==> src/rtl/bb_sym_pkg.sv <==
// rtl/bb_sym_pkg.sv - shared mode encodings, FIFO entry layout and FSM states for the tx symbol packer
package bb_sym_pkg;

  localparam logic [1:0] MODE_GFSK  = 2'd0;
  localparam logic [1:0] MODE_DQPSK = 2'd1;
  localparam logic [1:0] MODE_D8PSK = 2'd2;

  // Widest symbol any supported mode produces (8DPSK).
  localparam int SYM_BITS = 3;

  typedef struct packed {
    logic [SYM_BITS-1:0] data;
    logic [1:0]          nbits;
    logic                guard;
    logic                last;
  } sym_entry_t;

  typedef enum logic [1:0] {IDLE, RUN, GUARD} state_t;

  // Reserved mode 3 falls into the default and behaves as GFSK.
  function automatic logic [1:0] bps(input logic [1:0] m);
    case (m)
      MODE_DQPSK: return 2'd2;
      MODE_D8PSK: return 2'd3;
      default:    return 2'd1;
    endcase
  endfunction

endpackage

==> src/rtl/sym_fifo.sv <==
// rtl/sym_fifo.sv - synchronous symbol FIFO with wrap-bit full/empty and in-place guard clear of the head
module sym_fifo
  import bb_sym_pkg::*;
#(
  parameter int DEPTH = 8
) (
  input  logic       clk,
  input  logic       rstz,
  input  logic       push,
  input  sym_entry_t wdata,
  input  logic       pop,
  input  logic       clr_guard,
  output sym_entry_t head,
  output logic       full,
  output logic       empty
);

  localparam int AW = $clog2(DEPTH);

  logic [AW:0] wr_ptr;
  logic [AW:0] rd_ptr;
  sym_entry_t  mem [DEPTH];
  logic        do_push;
  logic        do_pop;

  assign empty   = (wr_ptr == rd_ptr);
  assign full    = (wr_ptr[AW] != rd_ptr[AW]) && (wr_ptr[AW-1:0] == rd_ptr[AW-1:0]);
  assign do_pop  = pop && !empty;
  // A push into a full FIFO is legal only when a pop frees the slot in the same cycle.
  assign do_push = push && (!full || do_pop);
  assign head    = mem[rd_ptr[AW-1:0]];

  always_ff @(posedge clk) begin
    if (!rstz) begin
      wr_ptr <= '0;
      rd_ptr <= '0;
    end else begin
      if (clr_guard) begin
        mem[rd_ptr[AW-1:0]].guard <= 1'b0;
      end
      if (do_push) begin
        mem[wr_ptr[AW-1:0]] <= wdata;
        wr_ptr <= wr_ptr + 1'b1;
      end
      if (do_pop) begin
        rd_ptr <= rd_ptr + 1'b1;
      end
    end
  end

endmodule

==> src/rtl/txsym_packer.sv <==
// rtl/txsym_packer.sv - packs the serial tx bit stream into 1/2/3-bit modulation symbols released per sym_tick
module txsym_packer
  import bb_sym_pkg::*;
#(
  parameter int MAXBPS    = 3,
  parameter int DEPTH     = 8,
  parameter int GUARD_SYM = 5
) (
  input  logic              clk_6M,
  input  logic              rstz,
  input  logic              in_bit,
  input  logic              in_valid,
  input  logic              in_last,
  input  logic [1:0]        mode,
  input  logic              mode_load,
  input  logic              sym_tick,
  output logic              in_ready,
  output logic [MAXBPS-1:0] sym_out,
  output logic [1:0]        sym_nbits,
  output logic              sym_valid,
  output logic              guard_active,
  output logic              busy,
  output logic              ovf,
  output logic              underrun,
  output logic              proto_err
);

  localparam int GW = $clog2(GUARD_SYM + 2);

  state_t              state;
  state_t              state_d;
  logic [SYM_BITS-1:0] acc;
  logic [SYM_BITS-1:0] acc_d;
  logic [SYM_BITS-1:0] acc_shift;
  logic [1:0]          acc_cnt;
  logic [1:0]          acc_cnt_d;
  logic [1:0]          cnt_inc;
  logic [1:0]          cur_mode;
  logic                pend_guard;
  logic [GW-1:0]       gcnt;

  logic                push_req;
  logic                push_ok;
  logic                pop;
  logic                clr_guard;
  sym_entry_t          push_entry;
  sym_entry_t          head;
  logic                full;
  logic                empty;

  sym_fifo #(.DEPTH(DEPTH)) u_fifo (
    .clk       (clk_6M),
    .rstz      (rstz),
    .push      (push_req),
    .wdata     (push_entry),
    .pop       (pop),
    .clr_guard (clr_guard),
    .head      (head),
    .full      (full),
    .empty     (empty)
  );

  // full comes straight from the pointer flops, so in_ready is registered.
  assign in_ready = !full;
  assign push_ok  = push_req && (!full || pop);

  always_comb begin : accumulate
    acc_shift  = acc | (SYM_BITS'(in_bit) << acc_cnt);
    cnt_inc    = acc_cnt + 2'd1;
    acc_d      = acc;
    acc_cnt_d  = acc_cnt;
    push_req   = 1'b0;
    push_entry = '{data: acc, nbits: acc_cnt, guard: pend_guard, last: 1'b0};
    if (mode_load) begin
      // Flush a partial symbol under the old mode; a coincident bit is dropped.
      if (acc_cnt != 2'd0) begin
        push_req  = 1'b1;
        acc_d     = '0;
        acc_cnt_d = 2'd0;
      end
    end else if (in_valid) begin
      if (cnt_inc == bps(cur_mode) || in_last) begin
        push_req   = 1'b1;
        push_entry = '{data: acc_shift, nbits: cnt_inc, guard: pend_guard, last: in_last};
        acc_d      = '0;
        acc_cnt_d  = 2'd0;
      end else begin
        acc_d     = acc_shift;
        acc_cnt_d = cnt_inc;
      end
    end
  end

  always_comb begin : fsm
    state_d   = state;
    pop       = 1'b0;
    clr_guard = 1'b0;
    case (state)
      IDLE: begin
        if (push_req || !empty) state_d = RUN;
      end
      RUN: begin
        if (sym_tick && !empty) begin
          if (head.guard && GUARD_SYM > 0) begin
            state_d = GUARD;
          end else begin
            pop = 1'b1;
            if (head.last) state_d = IDLE;
          end
        end
      end
      GUARD: begin
        if (sym_tick && gcnt == GW'(1)) begin
          clr_guard = 1'b1;
          state_d   = RUN;
        end
      end
      default: state_d = IDLE;
    endcase
  end

  always_ff @(posedge clk_6M) begin
    if (!rstz) begin
      state        <= IDLE;
      acc          <= '0;
      acc_cnt      <= 2'd0;
      cur_mode     <= MODE_GFSK;
      pend_guard   <= 1'b0;
      gcnt         <= '0;
      sym_out      <= '0;
      sym_nbits    <= 2'd0;
      sym_valid    <= 1'b0;
      guard_active <= 1'b0;
      busy         <= 1'b0;
      ovf          <= 1'b0;
      underrun     <= 1'b0;
      proto_err    <= 1'b0;
    end else begin
      state     <= state_d;
      acc       <= acc_d;
      acc_cnt   <= acc_cnt_d;
      sym_valid <= pop;
      ovf       <= push_req && !push_ok;
      underrun  <= (state == RUN) && sym_tick && empty;
      proto_err <= mode_load && in_valid;

      if (push_ok && push_entry.guard) pend_guard <= 1'b0;
      if (mode_load) begin
        cur_mode <= mode;
        if (bps(cur_mode) == 2'd1 && (mode == MODE_DQPSK || mode == MODE_D8PSK))
          pend_guard <= 1'b1;
      end

      if (pop) begin
        sym_out   <= MAXBPS'(head.data);
        sym_nbits <= head.nbits;
      end

      if (state == RUN && state_d == GUARD) begin
        gcnt         <= GW'(GUARD_SYM);
        guard_active <= 1'b1;
      end else if (state == GUARD && sym_tick) begin
        gcnt <= gcnt - GW'(1);
        if (clr_guard) guard_active <= 1'b0;
      end

      if (state == IDLE && state_d == RUN) busy <= 1'b1;
      else if (pop && head.last)           busy <= 1'b0;
    end
  end

endmodule

==> config.mk <==
export PLATFORM = sky130hd
export DESIGN_NAME = txsym_packer
export DESIGN_NICKNAME = d
export VERILOG_FILES = /design/src/rtl/bb_sym_pkg.sv /design/src/rtl/sym_fifo.sv /design/src/rtl/txsym_packer.sv
export SDC_FILE = /design/constraint.sdc
export NUM_CORES = 1
export LEC_CHECK = 0
export BUFFER_PORTS_ARGS = -buffer_cell sky130_fd_sc_hd__buf_2
export CAP_MARGIN = 0
export CORE_MARGIN = 3
export CORE_UTILIZATION = 52
export DETAILED_ROUTE_END_ITERATION = 8
export GPL_TIMING_DRIVEN = 0
export PLACE_DENSITY_LB_ADDON = 0.1
export SLEW_MARGIN = 10
export SYNTH_ARGS = -nofsm -noshare
export SYNTH_HDL_FRONTEND = slang
export SYNTH_SLANG_ARGS = --single-unit
==> constraint.sdc <==
create_clock -name clk_6M -period 2.6 [get_ports clk_6M]
set_input_delay 0.39 -clock clk_6M [delete_from_list [all_inputs] [get_ports clk_6M]]
set_output_delay 0.39 -clock clk_6M [all_outputs]
set_load 0.05 [all_outputs]
==> Flow_metrics.wiki, run 1 <==
{| class="wikitable"
! Metric !! Value
|-
| Detailed-routing iteration count for the pre-antenna-repair pass || 5
|-
| Fill cell instance count of the final layout || ~550
|-
| Number of core rows || 31
|-
| Startpoint of the most critical hold path || sym_tick
|-
| Fin. max-slew vios || 0
|-
| Number of hold violations in the final report || 0
|-
| Final critical path time including I/O delays and setup || 2458 ps
|-
| Gate power share || 0.072
|-
| Finished Layout Cells || 454
|-
| Outcome || complete, no violations
|-
| Final routed wirelength across all metal layers || between 7000 and 8000 um
|-
| Fmax || about 0.4 GHz
|-
| Final Wtd Congestion || 0.8136
|-
| Average wire per cell in the routed design || about 17 um
|-
| Drt initial violations || 216
|-
| Data arrival time of the critical path || 2490 ps
|-
| Clock Skew || 10.78 ps
|-
| Placed instance area || around 0.0042 sq mm
|-
| Layout cells sized above 1 || 0.2451
|-
| Critical path endpoint category || flip-flop
|-
| Buffers on Ports || 19
|-
| Area share of fa/ha/maj cells after synthesis || 0.02216
|-
| Number of buffers created by CTS || 9
|-
| Final setup violation count || 0
|-
| Multiplexer area fraction after synthesis || 0.1083
|-
| Initial core utilization || 0.5392
|-
| Fin Setup TNS || 0 ps
|-
| Via count of the first global-routing pass || 2494
|-
| Die X-Extent || around 93 um
|-
| Hold Buf Count CTS || 0
|-
| CP max FO || 9
|-
| Synthesized cell area || around 0.0040 sq mm
|-
| Sequential cell area fraction in the yosys report || 0.6027
|-
| Static leakage || 1.543 nW
|-
| Worst path required time || around 2600 ps
|-
| Area fraction in compound gates after synthesis || 0.09022
|-
| Buffer and inverter count on the worst path || 2
|-
| Number of antenna cells inserted || 0
|-
| Synth Instances || 309
|-
| Synth top cells by count || sky130_fd_sc_hd__edfxtp_1, sky130_fd_sc_hd__dfxtp_1, sky130_fd_sc_hd__nor2_1
|-
| Placed insts || 427
|-
| First-pass GRT wire length || 12720 um
|-
| Cell family with most CP delay || multiplexers
|-
| Most used standard cell by instance count after synthesis || sky130_fd_sc_hd__edfxtp_1
|-
| Number of sinks on the clock net || 91
|-
| Detailed Place HPWL || 5358 um
|-
| Synthesized-area fraction occupied by xor and xnor cells || 0.02659
|-
| Critical path, cell by cell || clkbuf_2 -> mux4_2 -> mux2i_4 -> a31o_2 -> nand4_1 -> buf_4 -> nor2_4
|-
| Total vias in the final route || around 2600
|-
| Number of max-capacitance violations reported || 0
|-
| Cell with the largest stage delay on the worst path || sky130_fd_sc_hd__mux4_2
|-
| RSZ-0062 raised after global routing || false
|-
| Fraction of the mapped netlist area in simple logic gates || 0.1231
|-
| Switch share || 0.2307
|-
| Power density over cell area || just over 600 mW/mm^2
|-
| Total congestion overflow after global routing || 0
|-
| Biggest area consumer among synthesized cells || sky130_fd_sc_hd__edfxtp_1
|-
| Worst slew margin relative to its limit || 0.4740
|-
| Part of the power in the clock network || 0.370
|-
| Warning count from the yosys run || 0
|-
| Leading register cell type out of synthesis || sky130_fd_sc_hd__edfxtp_1
|-
| Final std cell area, no fill || about 0.0046 sq mm
|-
| Worst-margin pin slew || 788.9 ps
|-
| Critical path class || reg2reg
|-
| Number of antenna violations at the first check in global routing || 0
|-
| Pin count of the biggest net entering global routing || 16
|-
| Clock tree buffer depth || 2
|-
| Crit-path max cell delay || approximately 380 ps
|-
| Critical Path Start Type || flip-flop
|-
| #FFs+latches synth || between 90 and 100
|-
| Via density per instance || 5.830
|-
| Cell-internal power || 2.153 mW
|-
| Depth of the CTS H-tree || 3
|-
| Area added between synthesis and finish || 16.14%
|-
| Combinational family with the most area after synthesis || simple AND/OR/NAND/NOR gates
|-
| Number of enable flip-flop cells after synthesis || 56
|-
| Number of top-level pins || 21
|-
| Die area || 0.008683 sq mm
|-
| Post-route worst setup slack || between 100 and 150 ps
|-
| Die span in y || just over 90 um
|-
| Global-route usage over all layers || 0.1968
|-
| DRC violation count after routing || 0
|-
| Post-Syn Area per Cell || 12.79 sq um
|-
| Max VDD drop || 0.0002650 V
|-
| Clock tree from TritonCTS || done
|-
| Clock-pin transition on the worst setup and hold timing paths || 90 ps
|-
| Remaining antenna violation count after routing || 0
|-
| Largest cells by area after synthesis || sky130_fd_sc_hd__edfxtp_1, sky130_fd_sc_hd__dfxtp_1, sky130_fd_sc_hd__mux4_2, sky130_fd_sc_hd__nor2_1, sky130_fd_sc_hd__mux2i_1
|-
| Std-Cell Core Area || between 0.007 and 0.008 sq mm
|-
| Clock Root Buffer || sky130_fd_sc_hd__clkbuf_8
|-
| Hold/Removal Path Class || in2reg
|-
| Share of flip-flops with an asynchronous set or reset || 0
|-
| Post-placement worst setup slack || -925.6 ps
|-
| Net Count, Synth || 325
|-
| Final period util || 0.9454
|-
| Proportion of netlist area held by the largest area contributor || 0.4255
|-
| Sequential share of power || 0.558
|-
| Total net switching power || roughly 0.65 mW
|-
| Post-synthesis cell type count || 47
|-
| Worst-Skew Late Latency || approximately 350 ps
|-
| Number of nets at the end of the flow || ~370
|}
[cell families (layout without fill, tap and decap cells)]
family | after synthesis | count (layout)
AND/OR/NAND/NOR | 97 | 98
flip-flops | 91 | 91
AO/OA/AOI/OAI | 51 | 51
buffers and inverters | 27 | 72
multiplexers | 24 | 24
XOR/XNOR | 12 | 12
adder cells (fa/ha/maj) | 7 | 7
[tightest hold or removal path: cells and delay by family]
kind                   cells  cell delay [ps]
and+or+nand+nor            2               90
buffers and inverters      1              120
[state kept, by name, summed over array words and instances, names as in the netlist, named ones only]
signal         flops
u_fifo.wr_ptr      4
pend_guard         1
ovf                1
busy               1
gcnt               3
proto_err          1
acc_cnt            2
guard_active       1
u_fifo.mem        56
u_fifo.rd_ptr      4
acc                3
sym_valid          1
state              2
cur_mode           2
sym_out            3
underrun           1
sym_nbits          2
[power by group through the flow]
stage | Clock, mW | Combinational, mW | Sequential, mW
after floorplan | 0 | 0.107 | 1.61
after global placement | 0 | 0.172 | 1.59
after detailed placement | 0 | 0.174 | 1.60
after CTS | 1.05 | 0.191 | 1.56
after global routing | 1.12 | 0.220 | 1.57
final | 1.04 | 0.200 | 1.56
[cell usage in the layout, fill, tap and decap left out, types with 10 or more instances in the layout]
cell                       instances
sky130_fd_sc_hd__a21oi_1          14
sky130_fd_sc_hd__buf_2            22
sky130_fd_sc_hd__buf_4            11
sky130_fd_sc_hd__dfxtp_1          33
sky130_fd_sc_hd__edfxtp_1         56
sky130_fd_sc_hd__inv_1            10
sky130_fd_sc_hd__mux4_2           14
sky130_fd_sc_hd__nand2_1          19
sky130_fd_sc_hd__nor2_1           26
[final cells by class]
cell class	instances	area [sq um]	share of cell area
plain buffers	15	62.56	0.01363
clock buffers	9	123.9	0.02698
clock inverters	7	91.34	0.01990
inverters	11	41.29	0.008994
multi-input cells	192	1585	0.3453
flip-flops and latches	91	2385	0.5195
well taps	99	123.9	0.02698
repair buffers	30	177.7	0.03870
[final timing paths]
kind              slack, ps               end  cells past startpoint
setup / recovery        140  u_fifo.mem[1][4]                      7
hold / removal          290          underrun                      3
setup reg to reg        140  u_fifo.mem[1][4]                      7
hold reg to reg         460            acc[0]                      2
[per-stage QoR]
step	total power [mW]	hold WS, ps	util
finish	2.799	288.6	0.6262
global route	2.909	276.8	0.6262
CTS	2.807	278.6	0.6208
detailed placement	1.770	447.9	0.5690
global placement	1.767	441.6	0.5690
floorplan	1.720	425.0	-
[per-layer routing]
metal	up-vias	GRT usage	wire length, um
li1	1241	-	-
met1	1299	0.2759	3446
met2	89	0.3023	3818
met3	18	0.04907	440
met4	0	0.06593	167
met5	-	0	0
[timing repair]
item	CTS	global route
hold endpoints to repair	0	0
setup endpoints to repair	64	72
buffers inserted	8	3
cloned	0	1
pin swaps	7	4
gates resized for setup	21	6
(Power assumes the default switching activity.)
==> inputs of run 2 (changes only) <==
- SETUP_SLACK_MARGIN: not set -> 0.5
==> Flow_metrics.wiki, run 2 (synthesis gave the netlist of run 1 again) <==
{| class="wikitable"
! Metric !! Value
|-
| Clock tree from TritonCTS || done (unchanged)
|-
| Most frequent standard cell in the layout excluding fill and tap cells || sky130_fd_sc_hd__edfxtp_1 (unchanged)
|-
| Critical Path Start Type || flip-flop (unchanged)
|-
| Std-Cell Core Area || 0.007331 sq mm (unchanged)
|-
| Initial core utilization || 0.5392 (unchanged)
|-
| Worst path required time || 2810 ps (was 2640 ps)
|-
| Cell family with most CP delay || multiplexers (unchanged)
|-
| Final setup violation count || 0 (unchanged)
|-
| Drt initial violations || 164 (was 216)
|-
| Detailed Place HPWL || 5534 um (was 5358 um)
|-
| Worst-Skew Late Latency || 350 ps (about the same)
|-
| Startpoint of the worst-slack reg-to-reg timing path || u_fifo.mem[6][1]
|-
| Worst slew margin relative to its limit || 0.4977 (was 0.4740)
|-
| Worst-margin pin slew || 753.5 ps (was 788.9 ps)
|-
| Clock Skew || 10.74 ps (was 10.78 ps)
|-
| Final standard cell utilization of the core || 0.6762 (was 0.6262)
|-
| Hold/Removal Path Class || in2reg (unchanged)
|-
| First-pass GRT wire length || 13370 um (was 12720 um)
|-
| Number of top-level pins || 21 (unchanged)
|-
| Buffers on Ports || 19 (unchanged)
|-
| DRC violation count after routing || 0 (unchanged)
|-
| Average wire per cell in the routed design || 17.66 um (was 17.34 um)
|-
| Via count of the first global-routing pass || 2580 (was 2494)
|-
| Startpoint of the most critical hold path || sym_tick (unchanged)
|-
| Number of sinks on the clock net || 91 (unchanged)
|-
| Critical path, cell by cell || mux4_2 -> mux2i_4 -> buf_4 -> buf_6 -> a31oi_4 -> or4_4 -> nor2_1 (was clkbuf_2 -> mux4_2 -> mux2i_4 -> a31o_2 -> nand4_1 -> buf_4 -> nor2_4)
|-
| Number of buffers created by CTS || 9 (unchanged)
|-
| RSZ-0062 raised after global routing || true (was false)
|-
| Global-route usage over all layers || 0.2046 (was 0.1968)
|-
| Pin count of the biggest net entering global routing || 16 (unchanged)
|-
| Die X-Extent || 93.19 um (unchanged)
|-
| Number of nets at the end of the flow || 385 (was 366)
|-
| Depth of the CTS H-tree || 3 (unchanged)
|-
| Die area || 0.008683 sq mm (unchanged)
|-
| Worst reg-to-reg path cell count || 7 (unchanged)
|-
| Final critical path time including I/O delays and setup || 2245 ps (was 2458 ps)
|-
| Capturing point of the worst reg2reg path || u_fifo.mem[7][1] (was u_fifo.mem[1][4])
|-
| Final routed wirelength across all metal layers || 8351 um (was 7873 um)
|-
| Number of hold violations in the final report || 0 (unchanged)
|-
| Hold endpoint || underrun (unchanged)
|-
| Max FFs per register || 56 (unchanged)
|-
| Critical path class || reg2reg (unchanged)
|-
| Outcome || complete, no violations (unchanged)
|-
| Detailed-routing iteration count for the pre-antenna-repair pass || 4 (was 5)
|-
| Max VDD drop || 0.0002806 V (was 0.0002650 V)
|-
| Die span in y || 93.19 um (unchanged)
|-
| Cell with the largest stage delay on the worst path || sky130_fd_sc_hd__mux4_2 (unchanged)
|-
| Number of antenna violations at the first check in global routing || 0 (unchanged)
|-
| Remaining antenna violation count after routing || 0 (unchanged)
|-
| Clock-pin transition on the worst setup and hold timing paths || 90 ps (about the same)
|-
| Fmax || 0.4454 GHz (was 0.4068 GHz)
|-
| Number of antenna cells inserted || 0 (unchanged)
|-
| Fill cell instance count of the final layout || 534 (was 554)
|-
| Final period util || 0.8635 (was 0.9454)
|-
| Static leakage || 1.695 nW (was 1.543 nW)
|-
| Via density per instance || 5.712 (was 5.830)
|-
| Final Wtd Congestion || 0.8748 (was 0.8136)
|-
| Setup slack of the worst register-to-register path || 350 ps (was 140 ps)
|-
| Fin. max-slew vios || 0 (unchanged)
|-
| Area added between synthesis and finish || 25.42% (was 16.14%)
|-
| Crit-path max cell delay || 520 ps (was 380 ps)
|-
| Number of core rows || 31 (unchanged)
|-
| CP max FO || 5 (was 9)
|-
| Clock Root Buffer || sky130_fd_sc_hd__clkbuf_8 (unchanged)
|-
| Layout cells sized above 1 || 0.3663 (was 0.2451)
|-
| Critical path endpoint category || flip-flop (unchanged)
|-
| Clock tree buffer depth || 2 (unchanged)
|-
| Total congestion overflow after global routing || 0 (unchanged)
|-
| Hold Buf Count CTS || 0 (unchanged)
|-
| Power density over cell area || 551.8 mW/mm^2 (was 609.7 mW/mm^2)
|-
| Total vias in the final route || 2702 (was 2647)
|-
| Number of max-capacitance violations reported || 0 (unchanged)
|-
| Data arrival time of the critical path || 2460 ps (was 2490 ps)
|-
| Buffer and inverter count on the worst path || 2 (unchanged)
|-
| Worst hold stages || 3 (unchanged)
|-
| Most frequent cells in the layout || sky130_fd_sc_hd__edfxtp_1, sky130_fd_sc_hd__dfxtp_1, sky130_fd_sc_hd__nor2_1, sky130_fd_sc_hd__buf_4 (was sky130_fd_sc_hd__edfxtp_1, sky130_fd_sc_hd__dfxtp_1, sky130_fd_sc_hd__nor2_1, sky130_fd_sc_hd__buf_2, sky130_fd_sc_hd__nand2_1)
|-
| Fin Setup TNS || 0 ps (unchanged)
|}
run 2: cell types whose count changed in the layout (fill, tap and decap cells not counted), sizes merged:
cell    change
buf        +19
clkbuf      +1
bufinv      -1
run 2: through the flow:
step                      power [mW]  hold WS (ps)  worst slack, ps  instances  instance area [sq um]
after detailed placement       1.785         454.3           -36.28        427                   4282
after global placement         1.780         434.9           -50.65        427                   4282
after CTS                      2.738         268.1            313.1        462                   4756
after floorplan                1.733         425.1            316.6        309                   4063
final                          2.736         284.3            355.0        473                   4957
after global routing           2.832         289.6            255.0        473                   4957
run 2: per-layer routing:
metal  up-vias  part of all wire  GRT usage
li1       1284                 -          -
met1      1326              0.45     0.2834
met2        75              0.47     0.3197
met3        17             0.049    0.03862
met4         0             0.022    0.08303
met5         -                 0          0
run 2: how the worst max path moves through the flow:
stage	startpoint	to	slack, ps	depth (start not counted)
2_1_floorplan	flip-flop	u_fifo.mem[3][1]	320	5
3_3_place_gp	acc_cnt[0]	u_fifo.mem[1][5]	-50	8
3_5_place_dp	acc_cnt[0]	u_fifo.mem[1][5]	-40	8
4_1_cts	acc_cnt[0]	u_fifo.mem[0][6]	310	9
5_1_grt	acc_cnt[1]	u_fifo.mem[6][2]	260	8
6_report	u_fifo.mem[6][1]	u_fifo.mem[7][1]	350	7
run 2: cell type report:
class                   instances  area (sq um)  share of cell area
inverters                      11         43.79            0.008834
clock inverters                 6         63.81             0.01287
flip-flops and latches         91          2396              0.4833
clock buffers                  10         127.6             0.02574
repair buffers                 48         387.9             0.07824
well taps                      99         123.9             0.02499
plain buffers                  16         105.1             0.02120
multi-input cells             192          1709              0.3448
run 2: power breakdown:
group / leakage [nW] / total [mW] / switching [mW] / internal, mW
Clock: 0.0927 / 0.938 / 0.493 / 0.445
Sequential: 0.780 / 1.56 / 0.0163 / 1.55
Combinational: 0.822 / 0.236 / 0.144 / 0.0919
run 2: what timing repair did:
action | CTS | global route
gates cloned | 1 | 1
buffers inserted | 18 | 10
pin swaps | 15 | 13
endpoints found under the hold margin | 0 | 0
endpoints found under the setup margin | 94 | 101
gates resized for setup | 28 | 34
run 2: worst min-delay path, stage by stage:
cell                      delay (ps)
sky130_fd_sc_hd__buf_2           120
sky130_fd_sc_hd__nand2_1          50
sky130_fd_sc_hd__nor3_1           40
